<file path="config.mk">
export PLATFORM = sky130hd
export DESIGN_NAME = mmc_cmd_rsp
export DESIGN_NICKNAME = d
export VERILOG_FILES = /design/src/rtl/mmc_pkg.sv /design/src/rtl/mmc_crc7_byte.sv /design/src/rtl/mmc_cmd_rsp.sv
export SDC_FILE = /design/constraint.sdc
export NUM_CORES = 1
export LEC_CHECK = 0
export ABC_CLOCK_PERIOD_IN_PS = 4400
export BUFFER_PORTS_ARGS = -buffer_cell sky130_fd_sc_hd__buf_4
export CELL_PAD_IN_SITES_DETAIL_PLACEMENT = 1
export CELL_PAD_IN_SITES_GLOBAL_PLACEMENT = 1
export CORE_AREA = 4 4 94 96
export DETAILED_ROUTE_END_ITERATION = 12
export DIE_AREA = 0 0 98 100
export PLACE_DENSITY = 0.95
export SYNTH_ARGS = -nofsm -noshare
export SYNTH_HDL_FRONTEND = slang
export SYNTH_SLANG_ARGS = --single-unit
</file>
<file path="constraint.sdc">
create_clock -name clk -period 4.4 [get_ports clk]
set_clock_uncertainty 0.15 [all_clocks]
set_input_delay 0.88 -clock clk [delete_from_list [all_inputs] [get_ports clk]]
set_output_delay 0.88 -clock clk [all_outputs]
set_load 0.01 [all_outputs]
</file>
<file path="src/rtl/mmc_pkg.sv">
// mmc_pkg: shared state encoding and MMC frame/R1 constants for the command responder
package mmc_pkg;
    typedef enum logic [2:0] {IDLE, COLL, CHK, CORE, WAIT, RSP} state_e;
    localparam logic [7:0] R1_ILLEGAL = 8'h04;
    localparam logic [7:0] R1_CRC_ERR = 8'h08;
    localparam int         FRAME_LEN  = 6;
    localparam logic [6:0] CRC7_POLY  = 7'h09;
    localparam logic [1:0] START_BITS = 2'b01;
    localparam logic [7:0] IDLE_BYTE  = 8'hFF;
endpackage

</file>
<file path="src/rtl/mmc_crc7_byte.sv">
// mmc_crc7_byte: one byte of CRC7 (x^7+x^3+1), MSB first, eight LFSR steps unrolled
module mmc_crc7_byte
    import mmc_pkg::*;
(
    input  logic [6:0] crc_in,
    input  logic [7:0] byte_in,
    output logic [6:0] crc_out
);
    // shift the byte through the LFSR one bit at a time
    always_comb begin
        crc_out = crc_in;
        for (int i = 7; i >= 0; i--)
            crc_out = {crc_out[5:0], 1'b0} ^ ((crc_out[6] ^ byte_in[i]) ? CRC7_POLY : 7'h00);
    end
endmodule

</file>
<file path="src/rtl/mmc_cmd_rsp.sv">
// mmc_cmd_rsp: collects 6-byte MMC command frames, hands them to the core, returns R1 after NCR (CRC check via MMC_CMD_CRC_CHK_EN)
module mmc_cmd_rsp
    import mmc_pkg::*;
#(
    parameter int NCR_CYC = 8,
    parameter int TO_CYC  = 1024
) (
    input  logic        clk,
    input  logic        rst,
    input  logic        a2b_0,
    input  logic [7:0]  a2b_1,
    output logic        b2a_0,
    output logic [7:0]  b2a_1,
    output logic        cmd_vld,
    input  logic        cmd_rdy,
    output logic [5:0]  cmd_idx,
    output logic [31:0] cmd_arg,
    input  logic        rsp_vld,
    input  logic [7:0]  rsp_r1,
    output logic        drop_err
);
    localparam logic [15:0] TO_LAST  = 16'(TO_CYC - 1);
    localparam logic [7:0]  NCR_LAST = 8'(NCR_CYC - 1);
    state_e      state_q, state_d;
    logic [2:0]  cnt_q, cnt_d;
    logic [5:0]  idx_q, idx_d;
    logic [31:0] arg_q, arg_d;
    logic [15:0] to_q, to_d;
    logic [7:0]  ncr_q, ncr_d;
    logic [7:0]  r1_q, r1_d;
    logic        vld_q, vld_d;
    logic        drop_q, drop_d;
    logic        end_q, end_d;
`ifdef MMC_CMD_CRC_CHK_EN
    logic [6:0]  crc_q, crc_d, crc_nxt;
    logic        ok_q, ok_d;
    mmc_crc7_byte u_crc (
        .crc_in  (state_q == IDLE ? 7'h00 : crc_q),
        .byte_in (a2b_1),
        .crc_out (crc_nxt)
    );
`endif
    assign b2a_0    = state_q == RSP;
    assign b2a_1    = b2a_0 ? r1_q : IDLE_BYTE;
    assign cmd_vld  = vld_q;
    assign cmd_idx  = idx_q;
    assign cmd_arg  = arg_q;
    assign drop_err = drop_q;
    // frame collection, check, core handshake and NCR countdown
    always_comb begin
        state_d = state_q;
        cnt_d   = cnt_q;
        idx_d   = idx_q;
        arg_d   = arg_q;
        to_d    = to_q;
        ncr_d   = ncr_q;
        r1_d    = r1_q;
        vld_d   = vld_q;
        drop_d  = drop_q;
        end_d   = end_q;
`ifdef MMC_CMD_CRC_CHK_EN
        crc_d   = crc_q;
        ok_d    = ok_q;
`endif
        case (state_q)
            IDLE: if (a2b_0 && a2b_1[7:6] == START_BITS) begin
                idx_d   = a2b_1[5:0];
                cnt_d   = 3'd1;
                to_d    = '0;
                state_d = COLL;
`ifdef MMC_CMD_CRC_CHK_EN
                crc_d   = crc_nxt;
`endif
            end
            COLL: if (a2b_0) begin
                to_d = '0;
                if (cnt_q == 3'(FRAME_LEN - 1)) begin
                    end_d   = a2b_1[0];
                    state_d = CHK;
`ifdef MMC_CMD_CRC_CHK_EN
                    ok_d    = a2b_1[7:1] == crc_q;
`endif
                end else begin
                    arg_d = {arg_q[23:0], a2b_1};
                    cnt_d = cnt_q + 3'd1;
`ifdef MMC_CMD_CRC_CHK_EN
                    crc_d = crc_nxt;
`endif
                end
            end else if (to_q == TO_LAST) begin
                drop_d  = 1'b1;
                state_d = IDLE;
            end else begin
                to_d = to_q + 16'd1;
            end
            CHK: begin
                ncr_d = NCR_LAST;
                if (!end_q) begin
                    r1_d    = R1_ILLEGAL;
                    state_d = WAIT;
                end
`ifdef MMC_CMD_CRC_CHK_EN
                else if (!ok_q) begin
                    r1_d    = R1_CRC_ERR;
                    state_d = WAIT;
                end
`endif
                else begin
                    vld_d   = 1'b1;
                    state_d = CORE;
                end
            end
            CORE: begin
                if (vld_q && cmd_rdy) vld_d = 1'b0;
                if (rsp_vld && (!vld_q || cmd_rdy)) begin
                    r1_d    = rsp_r1 & 8'h7F;
                    ncr_d   = NCR_LAST;
                    state_d = WAIT;
                end
            end
            WAIT: if (ncr_q == 8'd0) state_d = RSP; else ncr_d = ncr_q - 8'd1;
            default: state_d = IDLE;
        endcase
        if (a2b_0 && state_q inside {CHK, CORE, WAIT, RSP}) drop_d = 1'b1;
    end
    // state registers, cleared asynchronously so a reset aborts any frame or response
    always_ff @(posedge clk or posedge rst) begin
        if (rst) begin
            state_q <= IDLE;
            cnt_q   <= '0;
            idx_q   <= '0;
            arg_q   <= '0;
            to_q    <= '0;
            ncr_q   <= '0;
            r1_q    <= IDLE_BYTE;
            vld_q   <= 1'b0;
            drop_q  <= 1'b0;
            end_q   <= 1'b0;
`ifdef MMC_CMD_CRC_CHK_EN
            crc_q   <= '0;
            ok_q    <= 1'b0;
`endif
        end else begin
            state_q <= state_d;
            cnt_q   <= cnt_d;
            idx_q   <= idx_d;
            arg_q   <= arg_d;
            to_q    <= to_d;
            ncr_q   <= ncr_d;
            r1_q    <= r1_d;
            vld_q   <= vld_d;
            drop_q  <= drop_d;
            end_q   <= end_d;
`ifdef MMC_CMD_CRC_CHK_EN
            crc_q   <= crc_d;
            ok_q    <= ok_d;
`endif
        end
    end
endmodule

</file>
# Word-level counts from Yosys, hierarchy flattened
# Index checks and enable logic that the tools add are counted.
[totals] input_bits=21 output_inout_bits=49 reg_bits=79
[op_classes] n_addsub=3 n_reduce_logical=24 bitwise_logic=1 n_mux=29 n_eq_ne=21
[ops] operator="2-to-1 mux 16 bit" count=3
[ops] operator="2-to-1 mux 8 bit" count=5
[ops] operator="case mux 16 bit (2 select lines)" count=1
[ops] operator="2-to-1 mux 3 bit" count=9
[ops] operator="case mux 8 bit (3 select lines)" count=1
[ops] operator="AND reduction 3 bit" count=7
[ops] operator="!= test 2 bit (second input constant)" count=9
[ops] operator="adder 16 x 1 -> 16 bit (second input constant)" count=1
[ops] operator="== test 16 x 10 -> 1 bit (second input constant)" count=1
[ops] operator="case mux 8 bit (2 select lines)" count=1
[ops] operator="case mux 3 bit (5 select lines)" count=1
[ops] operator="== test 3 bit (second input constant)" count=3
[ops] operator="!= test 3 bit (second input constant)" count=3
[ops] operator="logical NOT 8 bit" count=1
[ops] operator="nonzero test 2 bit" count=4
[ops] operator="subtractor 8 x 1 -> 8 bit (second input constant)" count=1
[ops] operator="== test 3 x 2 -> 1 bit (second input constant)" count=2
[ops] operator="2-to-1 mux 1 bit" count=6
[ops] operator="case mux 3 bit (2 select lines)" count=1
[ops] operator="AND reduction 5 bit" count=1
[ops] operator="logical AND 1 bit" count=4
[ops] operator="AND reduction 4 bit" count=1
[ops] operator="nonzero test 4 bit" count=1
[ops] operator="adder 3 x 1 -> 3 bit (second input constant)" count=1
[ops] operator="10 further kinds" count=10

# Longest topological paths before layout
# Gate-level depths: netlist of run 1.
[depth] depth_word=5 mapped_depth=8 ltp_nobuf=7

# Worst setup path after synthesis of run 1
# OpenSTA, ideal clock, no wires.
[synth_timing] path_type="register -> output" startpoint="register state_q[1]" endpoint="output port b2a_1[0]" path_slack_ns=2.098 arrival_time_ns=1.272 stages_incl_launch_ff=5 n_path_buf=1 path_cell_list="dfrtp_1 -> buf_4 -> or3_1 -> inv_1 -> nand2_1"
[synth_between] elab_chain_len=2
[synth_lines] item="start: declaration" line="mmc_cmd_rsp.sv:24" source="state_e state_q, state_d;"
[synth_lines] item="start signal: assignment" line="mmc_cmd_rsp.sv:144" source="state_q <= state_d;"
[synth_lines] item="== test 3 bit" line="mmc_cmd_rsp.sv:43" source="assign b2a_0 = state_q == RSP;"
[synth_lines] item="named net b2a_0" line="mmc_cmd_rsp.sv:12" source="output logic b2a_0,"
[synth_lines] item="2-to-1 mux 8 bit" line="mmc_cmd_rsp.sv:44" source="assign b2a_1 = b2a_0 ? r1_q : IDLE_BYTE;"
[synth_lines] item="end: declaration" line="mmc_cmd_rsp.sv:13" source="output logic [7:0] b2a_1,"
# The timed path passes the listed nets, and every way through them passes these cells.

# Final worst setup path of run 1
[layout_timing] startpoint="register state_q[0]" endpoint="output port b2a_1[2]"
[layout_between] elab_chain_len=2
[layout_lines] item="== test 3 bit" line="mmc_cmd_rsp.sv:43"
[layout_lines] item="2-to-1 mux 8 bit" line="mmc_cmd_rsp.sv:44"
# Every way passes these cells.

==> impl_metrics.json, run 1 <==
{
  "grtUsageTotal_pct": 21.4,
  "combinational_family_with_the_most_area_after_synthesis": "simple AND/OR/NAND/NOR gates",
  "yosysTopAreaCell": "sky130_fd_sc_hd__dfrtp_1",
  "synth_adder_area_share_pct": 1.68,
  "routed_via_density": 5.58,
  "hold_violations": 0,
  "leakage_nw": 2.02,
  "synth.ff_latch_count": 79,
  "timing.max_cap.violations": 0,
  "dieWidth_um": 98,
  "worst_endpoint_data_arrival_time_ps": 1970,
  "crit_path_end_kind": "primary output",
  "cp-start-kind": "flip-flop",
  "setup-tns-final_ps": 0,
  "ant_nets": 0,
  "layout_worst_path_cycle_share_pct": 68.3,
  "dr.first_iter.drc_count": 125,
  "critPathTopFamily": "simple AND/OR/NAND/NOR gates",
  "core_um2": 8050,
  "cp_cell_sequence": "inv_1, or3_1, or2_2, buf_4",
  "synth_warnings": 0,
  "synth_enable_flop_cells": 0,
  "synth_commonest_cells": "sky130_fd_sc_hd__dfrtp_1 (71), sky130_fd_sc_hd__mux2_2 (40), sky130_fd_sc_hd__nand2_1 (24)",
  "grt_pass1_vias": 3205,
  "share_of_the_synthesized_area_in_compound_gates_ao_oa_aoi_oai_pct": 11.5,
  "drt_drc_violations_left": 0,
  "synth_seq_area_share_pct": 53.5,
  "hold_buffers": 0,
  "layout.nets": 428,
  "number_of_inserted_diodes": 0,
  "grt_start_max_net_pins": 49,
  "synthDominantCellAreaShare_pct": 47.8,
  "worstSkewPairLatency_ps": 360,
  "drt_pass1_iterations": 4,
  "h-tree-depth": 3,
  "pin_count": 70,
  "drv_slew": 0,
  "fp-row-count": 33,
  "synthesis.instances": 332,
  "dieHeight_um": 100,
  "grt_first_pass_wirelength_mm": 16.7,
  "post-cts-setup-buffer-count": 0,
  "max_freq_ghz": 0.333,
  "clock_path_buffers": 2,
  "setup_viol": 0,
  "synth.most_common_cell": "sky130_fd_sc_hd__dfrtp_1",
  "quantity_of_i_o_buffers_inserted_on_ports": 68,
  "relSlewSlack_pct": 31.6,
  "timing.critical_path.required_ps": 3370,
  "worstSetupPathType": "flip-flop to primary output",
  "muxShareOfSynthArea_pct": 12.7,
  "cp.buffers_inverters": 2,
  "clock_sink_count": 79,
  "layout-drive-gt1-share_pct": 38.3,
  "worst-path-max-fanout": 9,
  "clockRootBuffer": "sky130_fd_sc_hd__clkbuf_8",
  "mappedNetlistNets": 358,
  "cp_slowest_cell": "sky130_fd_sc_hd__dfrtp_1",
  "post_synth_arst_share_pct": 100,
  "timing_worst_slew_pin_value_ps": 1030,
  "cpPeakStageDelay_ps": 530,
  "hold_path_class": "flip-flop to flip-flop",
  "syn_avg_cell_area_um2": 11.2,
  "period_minus_ws_final_ps": 3000,
  "synth_xor_area_share_pct": 1.65,
  "wl_mm": 9.91,
  "run_status": "finished, final reports clean",
  "post_synth_instance_area_um2": 3710,
  "hpwlAfterDp_mm": 7.08,
  "initial_utilization_pct": 46.1,
  "via_count": 2856,
  "tritoncts_clock_tree": "done",
  "max-vdd-ir-drop_v": 0.000379,
  "gpl.final_weighted_congestion": 0.769,
  "synth.lib_cells_used.distinct": 50,
  "areaGrowthSynthToFinish_pct": 21.6,
  "cts-buffers-inserted": 9,
  "rsz_0062_raised_after_global_routing": "false",
  "synth_top_cells_by_area": "sky130_fd_sc_hd__dfrtp_1 (48%), sky130_fd_sc_hd__mux2_2 (12%), sky130_fd_sc_hd__dfstp_2 (5.7%)",
  "power_per_cell_area_nw_per_um2": 668,
  "simple_gate_share_of_the_synthesized_area_pct": 15.7,
  "routedWlPerCell_um": 19.4,
  "dominantRegCellSynth": "sky130_fd_sc_hd__dfrtp_1",
  "cts_repair_resize_count": 0,
  "finalPower_mw": 3.02,
  "clk_pin_slew_ps": 90,
  "initial_antenna_violation_count": 0,
  "grt_remaining_overflow": 0,
  "die_area_um2": 9800
}
==> flip-flops by register name (all words and copies together) (netlist names) <==
signal    cells
cmd_idx       6
ncr_q         8
cmd_arg      32
cnt_q         3
end_q         1
cmd_vld       1
drop_err      1
state_q       3
r1_q          8
to_q         16
==> metrics by stage <==
stage | area (um2) | setup slack [ps] | hold WS (ps) | utilization (%) | std cells
floorplan | 3710 | 1360 | 312 | - | 332
global placement | 4310 | 1840 | 323 | 53.5 | 496
detailed placement | 4310 | 1780 | 326 | 53.5 | 496
CTS | 4520 | 1370 | 338 | 56.1 | 512
global route | 4520 | 1280 | 368 | 56.1 | 512
finish | 4520 | 1400 | 334 | 56.1 | 512
==> area by class of cell <==
cell class                      instances  area, um2
Clock buffer                            9        124
Timing Repair Buffer                   71        533
Sequential cell                        79       1990
Fill cell                             885       3530
Tap cell                              105        131
Inverter                               15       56.3
Multi-Input combinational cell        226       1600
Clock inverter                          7       82.6
==> layout by cell type, fill, tap and decap left out, drive strengths merged, types with 3 or more instances in the layout <==
cell | Yosys | layout
mux2 | 40 | 40
o21ai | 30 | 30
nand2b | 7 | 7
nor4 | 3 | 3
clkinv | 0 | 3
inv | 15 | 16
clkbuf | 1 | 9
buf | 11 | 71
and3 | 4 | 4
o31ai | 7 | 7
dfstp | 8 | 8
nor2b | 3 | 3
or2 | 3 | 3
and2 | 3 | 3
a21oi | 13 | 13
dfrtp | 71 | 71
ha | 5 | 5
nor2 | 22 | 22
nand2 | 24 | 24
nand4 | 4 | 4
xor2 | 5 | 5
nand3 | 16 | 16
nor3 | 7 | 7
a31oi | 3 | 3
nand3b | 3 | 3
==> power breakdown <==
part           switching (mW)  internal, mW  total, mW
Combinational           0.605         0.591       1.20
Clock                   0.289         0.268      0.558
Sequential              0.239          1.02       1.26
==> layer usage <==
layer	track usage (%)	wire length (um)	up-vias
met1	23.2	3800	1471
li1	-	-	1318
met4	7.99	189	0
met5	0	0	-
met2	40.9	5640	50
met3	4.38	285	17
==> final timing paths <==
| path | start | to | slack [ps] | cells after the start |
|---|---|---|---|---|
| worst max-delay path | state_q[0] | b2a_1[2] | 1400 | 4 |
| worst min-delay path | r1_q[7] | r1_q[7] | 330 | 1 |
| worst max register to register | state_q[1] | cmd_arg[30] | 1850 | 3 |
| worst min register to register | r1_q[7] | r1_q[7] | 330 | 1 |
| max in group asynchronous | rst | cmd_idx[4] | 2470 | 3 |
| min in group asynchronous | rst | cmd_arg[31] | 620 | 2 |
==> cells by family after synthesis <==
logic type,Yosys count
xor gates and xnor gates,7
muxes,42
adders and majority gates,5
buffers and inverters,27
AOI/OAI and AO/OA,65
and+or+nand+nor,107
DFF,79
(Power assumes the default switching activity.)
==> inputs of run 2 (changes only) <==
--- a/config.mk
+++ b/config.mk
@@ -5,14 +5,15 @@
 export SDC_FILE = /design/constraint.sdc
 export NUM_CORES = 1
 export LEC_CHECK = 0
-export ABC_CLOCK_PERIOD_IN_PS = 4400
+export ABC_AREA = 1
+export ABC_CLOCK_PERIOD_IN_PS = 2660
 export BUFFER_PORTS_ARGS = -buffer_cell sky130_fd_sc_hd__buf_4
 export CELL_PAD_IN_SITES_DETAIL_PLACEMENT = 1
 export CELL_PAD_IN_SITES_GLOBAL_PLACEMENT = 1
-export CORE_AREA = 4 4 94 96
+export CORE_AREA = 4 4 109 111
 export DETAILED_ROUTE_END_ITERATION = 12
-export DIE_AREA = 0 0 98 100
-export PLACE_DENSITY = 0.95
+export DIE_AREA = 0 0 113 115
+export PLACE_DENSITY = 0.86
 export SYNTH_ARGS = -nofsm -noshare
 export SYNTH_HDL_FRONTEND = slang
 export SYNTH_SLANG_ARGS = --single-unit
==> constraint.sdc (replaced) <==
create_clock -name clk -period 2.66 [get_ports clk]
set_clock_uncertainty 0.15 [all_clocks]
set_input_delay 0.532 -clock clk [delete_from_list [all_inputs] [get_ports clk]]
set_output_delay 0.532 -clock clk [all_outputs]
set_load 0.01 [all_outputs]
==> impl_metrics.json, run 2 <==
{
  "synth_top_cells_by_area": "sky130_fd_sc_hd__dfrtp_1 (45%), sky130_fd_sc_hd__nand2_1 (18%), sky130_fd_sc_hd__dfstp_2 (5.3%)",
  "post_synth_arst_share_pct": 100,
  "mappedNetlistNets": 528,
  "fp-row-count": 38,
  "gpl.final_weighted_congestion": 0.833,
  "setup-tns-final_ps": 0,
  "setup_ws_ps": 510,
  "pre_cts_slack_ps": 703,
  "routedWlPerCell_um": 14.1,
  "power_per_cell_area_nw_per_um2": 1010,
  "muxShareOfSynthArea_pct": 0,
  "hpwlAfterDp_mm": 7.68,
  "crit_path_end_kind": "primary output",
  "drt_drc_violations_left": 0,
  "cp-start-kind": "flip-flop",
  "max_freq_ghz": 0.465,
  "leakage_nw": 2.46,
  "drt_pass1_iterations": 4,
  "final.hold.worst_slack_ps": 18.7,
  "areaGrowthSynthToFinish_pct": 20.4,
  "layout-drive-gt1-share_pct": 23.5,
  "fillers": 1335,
  "grt_start_max_net_pins": 40,
  "cpPeakStageDelay_ps": 400,
  "period_minus_ws_final_ps": 2150,
  "wl_mm": 10.1,
  "most_common_cell_after_layout_fill_and_taps_aside": "sky130_fd_sc_hd__nand2_1",
  "top_library_cells_by_usage_in_the_layout_fill_and_taps_aside": "sky130_fd_sc_hd__nand2_1 (196), sky130_fd_sc_hd__dfrtp_1 (71), sky130_fd_sc_hd__buf_4 (71)",
  "synth_enable_flop_cells": 0,
  "via_count": 3485,
  "ant_nets": 0,
  "hold_path_class": "input pin to async pin",
  "combinational_family_with_the_most_area_after_synthesis": "simple AND/OR/NAND/NOR gates",
  "synth_xor_area_share_pct": 1.54,
  "quantity_of_i_o_buffers_inserted_on_ports": 68,
  "timing.max_cap.violations": 0,
  "clock_path_buffers": 2,
  "worstSetupPathType": "flip-flop to primary output",
  "yosysTopAreaCell": "sky130_fd_sc_hd__dfrtp_1",
  "simple_gate_share_of_the_synthesized_area_pct": 32.0,
  "synthDominantCellAreaShare_pct": 44.5,
  "dieHeight_um": 115,
  "share_of_the_synthesized_area_in_compound_gates_ao_oa_aoi_oai_pct": 7.12,
  "drv_slew": 0,
  "clk_pin_slew_ps": 90,
  "core_um2": 10800,
  "synth_adder_area_share_pct": 1.57,
  "dr.first_iter.drc_count": 110,
  "dieWidth_um": 113,
  "timing_worst_slew_pin_value_ps": 490,
  "number_of_flip_flops_in_the_largest_register": 32,
  "number_of_inserted_diodes": 0,
  "critPathTopFamily": "buffers and inverters",
  "max-vdd-ir-drop_v": 0.000527,
  "placed_cell_area_um2": 4630,
  "synth.lib_cells_used.distinct": 31,
  "synth_commonest_cells": "sky130_fd_sc_hd__nand2_1 (196), sky130_fd_sc_hd__dfrtp_1 (71), sky130_fd_sc_hd__inv_1 (51)",
  "initial_utilization_pct": 37.0,
  "hold_violations": 0,
  "run_status": "finished, final reports clean",
  "synth.most_common_cell": "sky130_fd_sc_hd__nand2_1",
  "final_core_utilization_pct": 44.5,
  "grt_pass1_vias": 3689,
  "synth.ff_latch_count": 79,
  "cts_repair_resize_count": 0,
  "routed_via_density": 4.85,
  "layout_worst_path_cycle_share_pct": 80.8,
  "tritoncts_clock_tree": "done",
  "setup_viol": 0,
  "worst_endpoint_data_arrival_time_ps": 1470,
  "hold_buffers": 0,
  "cts-buffers-inserted": 9,
  "clock_sink_count": 79,
  "syn_avg_cell_area_um2": 7.95,
  "initial_antenna_violation_count": 0,
  "timing.critical_path.required_ps": 1980,
  "synth_warnings": 0,
  "cp_slowest_cell": "sky130_fd_sc_hd__dfrtp_1",
  "h-tree-depth": 3,
  "pin_count": 70,
  "worst-path-max-fanout": 9,
  "grt_first_pass_wirelength_mm": 17.5,
  "die_area_um2": 13000,
  "dominantRegCellSynth": "sky130_fd_sc_hd__dfrtp_1",
  "grtUsageTotal_pct": 16.5,
  "post-cts-setup-buffer-count": 0,
  "clockRootBuffer": "sky130_fd_sc_hd__clkbuf_8",
  "post_synth_instance_area_um2": 3990,
  "cp_cell_sequence": "inv_1, nand3_1, clkinv_1, nand2_1, buf_4",
  "cp.buffers_inverters": 3,
  "layout.nets": 600,
  "synth_seq_area_share_pct": 49.8,
  "synthesis.instances": 502,
  "rsz_0062_raised_after_global_routing": "false",
  "grt_remaining_overflow": 0,
  "relSlewSlack_pct": 67.3,
  "worstSkewPairLatency_ps": 370,
  "finish.instance_area_um2": 4800
}
## run 2: cell types whose count changed in the layout (fill, tap and decap cells not counted), moves of 11 or more
| cell | change |
|---|---|
| sky130_fd_sc_hd__nor2_1 | +12 |
| sky130_fd_sc_hd__nand2_1 | +172 |
| sky130_fd_sc_hd__nand3_1 | +15 |
| sky130_fd_sc_hd__inv_1 | +36 |
| sky130_fd_sc_hd__a21oi_1 | -11 |
| sky130_fd_sc_hd__mux2_2 | -40 |
## run 2: kinds of logic (layout without fill, tap and decap cells)
logic type,Yosys count,count (layout)
fa+ha+maj,5,5
xor+xnor,7,7
simple gates,292,292
buf+inv,71,148
flops,79,79
compound gates,48,48
## run 2: worst reg2reg max path: stages (launching register included)
cell                      delay [ps]
sky130_fd_sc_hd__dfrtp_1         390
sky130_fd_sc_hd__ha_1            230
sky130_fd_sc_hd__nand3_2         170
sky130_fd_sc_hd__nor2_4          200
sky130_fd_sc_hd__nand3_1         100
sky130_fd_sc_hd__nand2_2         360
sky130_fd_sc_hd__nand2_1         130
sky130_fd_sc_hd__o21ai_1         110
## run 2: cell type report
type | instances | area [um2] | share of cell area, %
clock inverter | 6 | 45.0 | 0.938
timing repair buffer | 72 | 553 | 11.5
inverter | 60 | 229 | 4.77
multi-input combinational | 352 | 1690 | 35.1
sequential | 79 | 1990 | 41.4
clock buffer | 10 | 128 | 2.66
tap | 140 | 175 | 3.65
## run 2: layer usage
metal	GRT usage [%]	wire length, um	vias up
li1	-	-	1702
met1	20.0	4380	1697
met2	27.7	4870	72
met3	6.37	780	14
met4	4.09	116	0
met5	0	0	-
## run 2: per-stage QoR
step,cells,power (mW)
6_report,719,4.87
5_1_grt,719,5.29
4_1_cts,719,4.95
3_5_place_dp,703,4.11
3_3_place_gp,703,3.97
2_1_floorplan,502,3.29
## run 2: path summary, 6_finish.rpt
kind | startpoint | to | slack (ps) | cells past startpoint
setup reg to reg | to_q[0] | to_q[7] | 740 | 7
hold / removal | rst | cmd_arg[1] | 20 | 2
setup / recovery | state_q[1] | b2a_1[2] | 510 | 5
max in group asynchronous | rst | ncr_q[5] | 1620 | 3
hold reg to reg | r1_q[7] | r1_q[7] | 320 | 2
min in group clk | a2b_1[1] | cmd_arg[1] | 220 | 3
## run 2: power breakdown
| part | switching [mW] | internal, mW | total [mW] |
|---|---|---|---|
| logic | 1.30 | 0.810 | 2.11 |
| clock network | 0.471 | 0.342 | 0.813 |
| registers | 0.297 | 1.65 | 1.95 |
| total | 2.07 | 2.80 | 4.87 |
==> inputs of run 3 (changes only) <==
==> config.mk (replaced) <==
export PLATFORM = sky130hd
export DESIGN_NAME = mmc_cmd_rsp
export DESIGN_NICKNAME = d
export VERILOG_FILES = /design/src/rtl/mmc_pkg.sv /design/src/rtl/mmc_crc7_byte.sv /design/src/rtl/mmc_cmd_rsp.sv
export SDC_FILE = /design/constraint.sdc
export NUM_CORES = 1
export LEC_CHECK = 0
export ABC_AREA = 0
export ABC_CLOCK_PERIOD_IN_PS = 2200
export BUFFER_PORTS_ARGS = -buffer_cell sky130_fd_sc_hd__buf_4
export CELL_PAD_IN_SITES_DETAIL_PLACEMENT = 1
export CELL_PAD_IN_SITES_GLOBAL_PLACEMENT = 1
export CORE_AREA = 4 4 98 100
export DETAILED_ROUTE_END_ITERATION = 12
export DIE_AREA = 0 0 102 104
export PLACE_DENSITY = 0.89
export SYNTH_ARGS = -nofsm -noshare
export SYNTH_HDL_FRONTEND = slang
export SYNTH_SLANG_ARGS = --single-unit
==> constraint.sdc (replaced) <==
create_clock -name clk -period 2.2 [get_ports clk]
set_clock_uncertainty 0.15 [all_clocks]
set_input_delay 0.44 -clock clk [delete_from_list [all_inputs] [get_ports clk]]
set_output_delay 0.44 -clock clk [all_outputs]
set_load 0.01 [all_outputs]
==> impl_metrics.json, run 3 (synthesis results as in run 1) <==
{
  "grt_first_pass_wirelength_mm": 17.1,
  "total_switching_power_mw": 2.35,
  "timing.critical_path.required_ps": 1610,
  "pin_count": 70,
  "leakage_nw": 2.13,
  "via_count": 2947,
  "drt_drc_violations_left": 0,
  "hold_buffers": 0,
  "number_of_flip_flops_in_the_largest_register": 32,
  "ant_nets": 0,
  "crit_path_end_kind": "primary output",
  "clk_pin_slew_ps": 90,
  "worst-path-max-fanout": 3,
  "setup_viol": 0,
  "gpl.final_weighted_congestion": 0.802,
  "max-vdd-ir-drop_v": 0.000761,
  "dr.first_iter.drc_count": 166,
  "tritoncts_clock_tree": "done",
  "timing_worst_slew_pin_value_ps": 614,
  "hold_path_class": "input pin to async pin",
  "finish.instance_area_um2": 4770,
  "setup_ws_ps": 22.6,
  "areaGrowthSynthToFinish_pct": 28.4,
  "grt_remaining_overflow": 0,
  "h-tree-depth": 3,
  "clock_path_buffers": 2,
  "top_library_cells_by_usage_in_the_layout_fill_and_taps_aside": "sky130_fd_sc_hd__buf_4 (84), sky130_fd_sc_hd__dfrtp_1 (69), sky130_fd_sc_hd__mux2_2 (40)",
  "clock_sink_count": 79,
  "seq_power_share_pct": 38.3,
  "routed_via_density": 5.53,
  "grtUsageTotal_pct": 20.8,
  "quantity_of_i_o_buffers_inserted_on_ports": 68,
  "rsz_0062_raised_after_global_routing": "true",
  "cts-buffers-inserted": 9,
  "crit_startpoint": "state_q[0]",
  "pre_cts_slack_ps": 103,
  "number_of_inserted_diodes": 0,
  "wl_mm": 10.6,
  "timing.reg2reg.worst_path_depth": 5,
  "fillers": 971,
  "period_minus_ws_final_ps": 2180,
  "worstSkewPairLatency_ps": 360,
  "worstSetupPathType": "flip-flop to primary output",
  "multi_input_comb_area_um2": 1620,
  "grt_start_max_net_pins": 32,
  "core_um2": 8680,
  "timing.rr.start": "state_q[0]",
  "drv_slew": 0,
  "clockRootBuffer": "sky130_fd_sc_hd__clkbuf_8",
  "initial_utilization_pct": 42.8,
  "worst_endpoint_data_arrival_time_ps": 1590,
  "layout.nets": 446,
  "hold_violations": 0,
  "dieHeight_um": 104,
  "grt_pass1_vias": 3162,
  "p_clk_share_pct": 20.2,
  "switching_part_of_the_total_power_pct": 36.1,
  "dieWidth_um": 102,
  "fp-row-count": 34,
  "p_int_mw": 4.16,
  "rrSetupSlack_ps": 90,
  "die_area_um2": 10600,
  "initial_antenna_violation_count": 0,
  "run_status": "finished, final reports clean",
  "placed_cell_area_um2": 4470,
  "layout-drive-gt1-share_pct": 42.8,
  "drt_pass1_iterations": 4,
  "cp-start-kind": "flip-flop",
  "routedWlPerCell_um": 19.9,
  "most_common_cell_after_layout_fill_and_taps_aside": "sky130_fd_sc_hd__buf_4",
  "finalPower_mw": 6.51,
  "timing.max_cap.violations": 0,
  "relSlewSlack_pct": 59.0,
  "combinationalPowerShare_pct": 41.5,
  "layout_worst_path_cycle_share_pct": 99.0,
  "register_area_um2": 1990,
  "hpwlAfterDp_mm": 7.50,
  "max_freq_ghz": 0.459,
  "power_per_cell_area_nw_per_um2": 1360
}
==> run 3: changes by cell type in the layout (fill, tap and decap cells not counted), sizes merged, moves of 4 or more <==
| cell | change |
|---|---|
| a21oi | +11 |
| and3 | +4 |
| buf | +17 |
| inv | -45 |
| mux2 | +40 |
| nand2 | -182 |
| nand2b | +7 |
| nand3 | -15 |
| nand4 | -5 |
| nor2 | -19 |
| nor3 | +6 |
| o21ai | -13 |
| o31ai | +7 |
==> run 3: worst paths after layout <==
kind                          endpoint
setup / recovery              b2a_1[7]
hold / removal             cmd_arg[31]
setup reg to reg            cmd_idx[2]
hold reg to reg                r1_q[7]
max in group asynchronous      r1_q[7]
min in group clk               r1_q[0]
==> run 3: cell type report <==
type                       count  share of cell area [%]
sequential                    79                    41.7
multi-input combinational    226                    33.9
timing repair buffer          89                    15.1
tap                          108                    2.83
clock buffer                   9                    2.60
clock inverter                 7                    2.54
inverter                      15                    1.26
==> run 3: worst max-delay path, cell delays in order, from the launching register on <==
cell                      delay [ps]
sky130_fd_sc_hd__dfrtp_2         380
sky130_fd_sc_hd__inv_2            40
sky130_fd_sc_hd__or3_4           390
sky130_fd_sc_hd__or2_2           290
sky130_fd_sc_hd__buf_6           120
==> run 3: power by group through the flow <==
stage	sequential, mW	clock [mW]	combinational, mW
5_1_grt	2.56	1.41	2.93
3_3_place_gp	2.45	0	2.39
4_1_cts	2.48	1.34	2.71
6_report	2.49	1.32	2.70
2_1_floorplan	2.56	0	1.28
3_5_place_dp	2.53	0	2.58
==> run 3: layer usage <==
layer / track usage [%] / up-vias / wire length [um]
li1: - / 1358 / -
met1: 23.4 / 1502 / 3930
met2: 37.8 / 65 / 5970
met3: 4.56 / 22 / 393
met4: 7.03 / 0 / 280
met5: 0 / - / 0
==> run 3: timing repair <==
action | in CTS | in global routing
setup endpoints to repair | 9 | 5
endpoints found under the hold margin | 0 | 0
resized for setup | 4 | 6
buffers inserted | 3 | 1
pin swaps | 0 | 1
==> run 3: metrics by stage <==
stage               instances  setup TNS [ps]  hold WS (ps)  util, %
CTS                       532               0          9.07     54.7
detailed placement        513               0           332     51.5
finish                    533               0          2.18     55.0
global placement          513               0           322     51.5
floorplan                 332               0           312        -
global route              533           -43.8          28.4     55.0
